==> src/rtl/vga_timing_pkg.sv <==
// rtl/vga_timing_pkg.sv - XGA 1024x768 timing constants and shared helpers.
package vga_timing_pkg;

  // Width at which every counter/region comparison is made, for both axes.
  localparam int CMP_W = 11;

  localparam int XGA_H_ACTIVE = 1024;
  localparam int XGA_H_FP     = 24;
  localparam int XGA_H_SYNC   = 136;
  localparam int XGA_H_BP     = 160;

  localparam int XGA_V_ACTIVE = 768;
  localparam int XGA_V_FP     = 3;
  localparam int XGA_V_SYNC   = 6;
  localparam int XGA_V_BP     = 29;

  localparam bit XGA_H_SYNC_POL = 1'b0;
  localparam bit XGA_V_SYNC_POL = 1'b0;

  function automatic int axis_total(input int active, input int fp,
                                    input int sync, input int bp);
    return active + fp + sync + bp;
  endfunction

  localparam int XGA_H_TOTAL = axis_total(XGA_H_ACTIVE, XGA_H_FP, XGA_H_SYNC, XGA_H_BP);
  localparam int XGA_V_TOTAL = axis_total(XGA_V_ACTIVE, XGA_V_FP, XGA_V_SYNC, XGA_V_BP);

  function automatic logic sync_level(input logic in_region, input logic pol);
    return in_region ? pol : ~pol;
  endfunction

endpackage

==> src/rtl/timing_axis.sv <==
// rtl/timing_axis.sv - one video axis: wrapping counter plus active/sync region decode.
module timing_axis
  import vga_timing_pkg::*;
#(
  parameter int ACTIVE = XGA_H_ACTIVE,
  parameter int FP     = XGA_H_FP,
  parameter int SYNC   = XGA_H_SYNC,
  parameter int BP     = XGA_H_BP,
  parameter int CNT_W  = 11
) (
  input  logic             clk,
  input  logic             rst_n,
  input  logic             i_inc,
  output logic [CNT_W-1:0] o_cnt,
  output logic             o_wrap,
  output logic             o_active,
  output logic             o_sync_region
);

  localparam int TOTAL = axis_total(ACTIVE, FP, SYNC, BP);

  localparam logic [CMP_W-1:0] C_LAST      = CMP_W'(TOTAL - 1);
  localparam logic [CMP_W-1:0] C_ACT_END   = CMP_W'(ACTIVE);
  localparam logic [CMP_W-1:0] C_SYNC_BEG  = CMP_W'(ACTIVE + FP);
  localparam logic [CMP_W-1:0] C_SYNC_END  = CMP_W'(ACTIVE + FP + SYNC);

  logic [CNT_W-1:0] r_cnt;
  logic [CMP_W-1:0] w_cnt_cmp;

  // Zero-extend so both axes decode with identical unsigned compares.
  assign w_cnt_cmp = CMP_W'(r_cnt);
  assign o_wrap    = (w_cnt_cmp == C_LAST);

  always_ff @(posedge clk or negedge rst_n) begin
    if (!rst_n) begin
      r_cnt <= '0;
    end else if (i_inc) begin
      if (o_wrap) begin
        r_cnt <= '0;
      end else begin
        r_cnt <= r_cnt + 1'b1;
      end
    end
  end

  assign o_cnt         = r_cnt;
  assign o_active      = (w_cnt_cmp < C_ACT_END);
  assign o_sync_region = (w_cnt_cmp >= C_SYNC_BEG) && (w_cnt_cmp < C_SYNC_END);

endmodule

==> src/rtl/vga_timing_gen.sv <==
// rtl/vga_timing_gen.sv - video timing generator; registered sync, active, coordinates and strobes.
module vga_timing_gen
  import vga_timing_pkg::*;
#(
  parameter int H_ACTIVE   = XGA_H_ACTIVE,
  parameter int H_FP       = XGA_H_FP,
  parameter int H_SYNC     = XGA_H_SYNC,
  parameter int H_BP       = XGA_H_BP,
  parameter int V_ACTIVE   = XGA_V_ACTIVE,
  parameter int V_FP       = XGA_V_FP,
  parameter int V_SYNC     = XGA_V_SYNC,
  parameter int V_BP       = XGA_V_BP,
  parameter bit H_SYNC_POL = XGA_H_SYNC_POL,
  parameter bit V_SYNC_POL = XGA_V_SYNC_POL
) (
  input  logic       clk,
  input  logic       rst_n,
  input  logic       ce,
  output logic       hsync,
  output logic       vsync,
  output logic       video_active,
  output logic [9:0] pix_x,
  output logic [9:0] pix_y,
  output logic       line_start,
  output logic       frame_start
);

  logic [10:0] w_h_cnt;
  logic [9:0]  w_v_cnt;
  logic        w_h_wrap;
  logic        w_v_wrap;
  logic        w_h_active;
  logic        w_v_active;
  logic        w_hs_region;
  logic        w_vs_region;
  logic        w_v_inc;
  logic        w_active;

  timing_axis #(
    .ACTIVE (H_ACTIVE),
    .FP     (H_FP),
    .SYNC   (H_SYNC),
    .BP     (H_BP),
    .CNT_W  (11)
  ) u_h_axis (
    .clk           (clk),
    .rst_n         (rst_n),
    .i_inc         (ce),
    .o_cnt         (w_h_cnt),
    .o_wrap        (w_h_wrap),
    .o_active      (w_h_active),
    .o_sync_region (w_hs_region)
  );

  // The vertical axis steps once per line, on the enabled horizontal wrap.
  assign w_v_inc = ce & w_h_wrap;

  timing_axis #(
    .ACTIVE (V_ACTIVE),
    .FP     (V_FP),
    .SYNC   (V_SYNC),
    .BP     (V_BP),
    .CNT_W  (10)
  ) u_v_axis (
    .clk           (clk),
    .rst_n         (rst_n),
    .i_inc         (w_v_inc),
    .o_cnt         (w_v_cnt),
    .o_wrap        (w_v_wrap),
    .o_active      (w_v_active),
    .o_sync_region (w_vs_region)
  );

  assign w_active = w_h_active & w_v_active;

  // All outputs lag the counters by one enabled cycle and move together.
  always_ff @(posedge clk or negedge rst_n) begin
    if (!rst_n) begin
      hsync        <= ~H_SYNC_POL;
      vsync        <= ~V_SYNC_POL;
      video_active <= 1'b0;
      pix_x        <= '0;
      pix_y        <= '0;
      line_start   <= 1'b0;
      frame_start  <= 1'b0;
    end else if (ce) begin
      hsync        <= sync_level(w_hs_region, H_SYNC_POL);
      vsync        <= sync_level(w_vs_region, V_SYNC_POL);
      video_active <= w_active;
      pix_x        <= w_active ? w_h_cnt[9:0] : 10'd0;
      pix_y        <= w_active ? w_v_cnt : 10'd0;
      line_start   <= (w_h_cnt == 11'd0);
      frame_start  <= (w_h_cnt == 11'd0) && (w_v_cnt == 10'd0);
    end else begin
      line_start   <= 1'b0;
      frame_start  <= 1'b0;
    end
  end

endmodule

==> config.mk <==
export PLATFORM = sky130hd
export DESIGN_NAME = vga_timing_gen
export DESIGN_NICKNAME = d
export VERILOG_FILES = /design/src/rtl/vga_timing_pkg.sv /design/src/rtl/timing_axis.sv /design/src/rtl/vga_timing_gen.sv
export SDC_FILE = /design/constraint.sdc
export NUM_CORES = 1
export LEC_CHECK = 0
export ABC_AREA = 0
export BUFFER_PORTS_ARGS = -buffer_cell sky130_fd_sc_hd__buf_2
export CAP_MARGIN = 0
export CORE_UTILIZATION = 49
export DETAILED_ROUTE_END_ITERATION = 6
export HOLD_SLACK_MARGIN = 0.05
export PLACE_DENSITY = 0.69
export SETUP_SLACK_MARGIN = 0.3
export SLEW_MARGIN = 20
export SYNTH_ARGS = -nofsm -noshare
export SYNTH_HDL_FRONTEND = slang
export SYNTH_SLANG_ARGS = --single-unit
==> constraint.sdc <==
create_clock -name clk -period 2.25 [get_ports clk]
set_input_delay 0.1125 -clock clk [delete_from_list [all_inputs] [get_ports clk]]
set_output_delay 0.1125 -clock clk [all_outputs]
set_load 0.005 [all_outputs]
==> impl_metrics.py <==
metrics = {
    "run_status": {
        "outcome": "completed",
    },
    "worst_hold_path": {
        "hold_class": "in -> reg",
    },
    "synth": {
        "synthArstFlopShare": 1.000,
        "syn_inst": 194,
        "ys_ff_latch": 46,
        "syn-num-nets": 203,
        "synth_top_area_cell": "dfrtp_1",
        "ys.flop_type": "dfrtp_1",
        "synth_warnings": 0,
        "synth.cell_area_um2": 2151,
        "syn_area_per_cell_um2": 11.09,
        "synth_area_leaders": "dfrtp_1 (51%), a22o_1 (7.7%), ha_1 (3.5%)",
        "synth_cell_type_count": 41,
        "synth_edf_count": 0,
        "ys_seq_area_frac": 0.5364,
        "synth_top_area_share": 0.5119,
    },
    "floorplanning": {
        "die_w_um": 68.25,
        "die_y_um": 68.25,
        "core_um2": 4115,
        "die_area_um2": 4658,
        "rows": 23,
        "pin_count": 28,
        "initial_utilization": 0.5227,
    },
    "cts": {
        "cts_tree": "built",
        "cts_root_buf": "clkbuf_8",
        "clk_path_buf_depth": 2,
        "cts-htree-levels": 2,
        "cts.sinks": 46,
        "cts_inserted_buffers": 5,
        "clk_pin_slew_ns": 0.09,
        "clock_latency_ns": 0.30,
    },
    "timing": {
        "holdWs_ns": 0.1396,
        "period_needed_ns": 1.905,
        "tightest_slew_ns": 0.5676,
        "fin_ws_ns": 0.3448,
        "relSlewSlack": 0.6216,
        "fmax_mhz": 524.9,
        "slew_violations": 0,
        "skew_ns": 0.008245,
        "rsz0062_at_grt": "yes",
        "finalCritPeriodShare": 0.8468,
        "hold_viol": 0,
        "setup_tns_ns": 0,
        "setup_violations": 0,
    },
    "routing": {
        "num_vias": 1693,
        "firstDrtPassIters": 4,
        "finalWirelength_um": 4745,
        "wl_per_cell_um": 17.32,
        "final_antenna_net_count": 0,
        "drc_errors": 0,
        "vias_per_cell": 6.179,
        "drt_iter0_markers": 93,
    },
    "final_layout": {
        "postLayoutCellArea_um2": 2517,
        "utilization": 0.6117,
        "syn2layout_area_growth_pct": 17.04,
        "drive_gt1_frac": 0.2500,
        "diodes": 0,
        "nets": 232,
    },
    "grt": {
        "grt.overflow.total": 0,
        "grt_pass1_vias": 1526,
        "grt_usage": 0.2230,
        "grt_antenna_before_repair": 0,
        "grt_pass1_wl_um": 7500,
        "grt_max_degree": 47,
    },
    "placed_design": {
        "place_area_um2": 2318,
        "dp_hpwl_um": 3225,
        "gp_congestion": 0.8913,
        "portBuffers": 27,
        "place_ws_ns": 0.3137,
    },
    "setup_path": {
        "path_max_fanout": 8,
        "critPathKind": "reg -> reg",
        "cp-end-kind": "flip-flop",
        "cpMaxStageDelayCell": "or4b_4",
        "start_kind": "flip-flop",
        "cp.required_ns": 2.44,
        "arrival_ns": 2.10,
        "slowest_delay_ns": 0.60,
        "path_cells": "or4b_4 -> nor4_4 -> buf_6 -> nand4_1 -> xnor2_1",
    },
    "job": {
        "drv_cap": 0,
    },
    "power": {
        "leakagePower_nw": 1.213,
        "peakVddDrop_v": 0.0003474,
        "p_per_area_nw_per_um2": 819.3,
    },
}
[critical path, delay by kind of cell (launching register included)]
kind	cells	cell delay [ns]
and+or+nand+nor	3	1.03
DFF	1	0.46
buffers and inverters	1	0.16
xor gates and xnor gates	1	0.15
[cells in the mapped netlist (2+ instances only)]
| library cell | number |
|---|---|
| nand3_1 | 9 |
| a22o_1 | 19 |
| a21oi_1 | 4 |
| a31oi_1 | 5 |
| nor2_1 | 6 |
| nand4_1 | 6 |
| dfstp_2 | 2 |
| and4_1 | 2 |
| and3_1 | 5 |
| nor3_1 | 5 |
| nand2_1 | 14 |
| clkbuf_1 | 8 |
| dfrtp_1 | 44 |
| nor4_4 | 2 |
| nor4_1 | 4 |
| a21o_1 | 2 |
| nor4b_1 | 3 |
| buf_2 | 4 |
| xor2_1 | 2 |
| xnor2_1 | 6 |
| ha_1 | 6 |
| mux2i_1 | 3 |
| o211ai_1 | 2 |
| o21ai_0 | 10 |
| inv_1 | 5 |
[area by class of cell]
class | count | area (µm²)
multi-input combinational | 128 | 920.9
tap | 50 | 62.56
clock buffer | 6 | 82.58
timing repair buffer | 36 | 211.5
inverter | 6 | 22.52
fill | 332 | 1598
clock inverter | 2 | 60.06
sequential | 46 | 1157
[report_power, final]
group / total, mW / switching (mW) / internal (mW)
logic: 0.283 / 0.148 / 0.135
clock network: 0.751 / 0.278 / 0.474
registers: 1.03 / 0.109 / 0.920
total: 2.06 / 0.534 / 1.53
[per-layer routing]
layer,routed length (µm),part of all wire,GRT usage
met1,2223,0.47,0.3066
met3,284,0.060,0.05500
met2,2140,0.45,0.3321
met5,0,0,0
met4,97,0.020,0.09375
[state kept, by name (all words and copies together), names as in the netlist]
signal	flops
hsync	1
line_start	1
u_h_axis.o_cnt	11
u_v_axis.o_cnt	10
video_active	1
pix_x	10
frame_start	1
vsync	1
pix_y	10
[through the flow]
stage / cells / total power [mW]
6_report: 274 / 2.062
2_1_floorplan: 194 / 1.198
3_3_place_gp: 261 / 1.311
5_1_grt: 274 / 2.164
4_1_cts: 270 / 2.069
3_5_place_dp: 261 / 1.320
[worst paths after layout]
check                                                   start                             to  slack, ns  cells past startpoint
worst max-delay path            u_h_axis.o_cnt[7]$_DFFE_PN0P_  u_v_axis.o_cnt[4]$_DFFE_PN0P_       0.34                      5
worst min-delay path                                       ce              hsync$_DFFE_PN1P_       0.14                      3
worst max register to register  u_h_axis.o_cnt[7]$_DFFE_PN0P_  u_v_axis.o_cnt[4]$_DFFE_PN0P_       0.34                      5
worst min register to register       video_active$_DFFE_PN0P_       video_active$_DFFE_PN0P_       0.48                      1
max in group asynchronous                               rst_n  u_h_axis.o_cnt[7]$_DFFE_PN0P_       1.48                      2
min in group asynchronous                               rst_n  u_v_axis.o_cnt[1]$_DFFE_PN0P_       0.36                      2
[cells by family after synthesis]
| logic type | count (synthesis) | share of synthesized area |
|---|---|---|
| and+or+nand+nor | 63 | 0.1792 |
| muxes | 3 | 0.01396 |
| DFF | 46 | 0.5364 |
| AOI/OAI and AO/OA | 48 | 0.1623 |
| adders and majority gates | 6 | 0.03490 |
| buffers and inverters | 20 | 0.04072 |
| xor gates and xnor gates | 8 | 0.03258 |
[cell usage in the layout (no fill, tap or decap), types with 2 or more instances in the layout]
master,count
a21o_1,2
a21oi_1,4
a22o_1,19
a31oi_1,5
and3_1,5
and4_1,2
buf_2,26
buf_4,8
bufinv_16,2
clkbuf_8,6
dfrtp_1,41
dfrtp_2,3
dfstp_2,2
ha_1,6
inv_1,5
mux2i_1,3
nand2_1,14
nand3_1,9
nand4_1,6
nor2_1,6
nor3_1,4
nor4_1,4
nor4_4,2
nor4b_1,2
o211ai_1,2
o21ai_0,10
xnor2_1,6
xor2_1,2
[timing repair]
item                                    CTS  global route
hold buffers                              1             0
buffers inserted                          0             4
resized for setup                         0             5
endpoints found under the hold margin    44             0
endpoints found under the setup margin    0            12
Power figures use the tool's default switching activity.
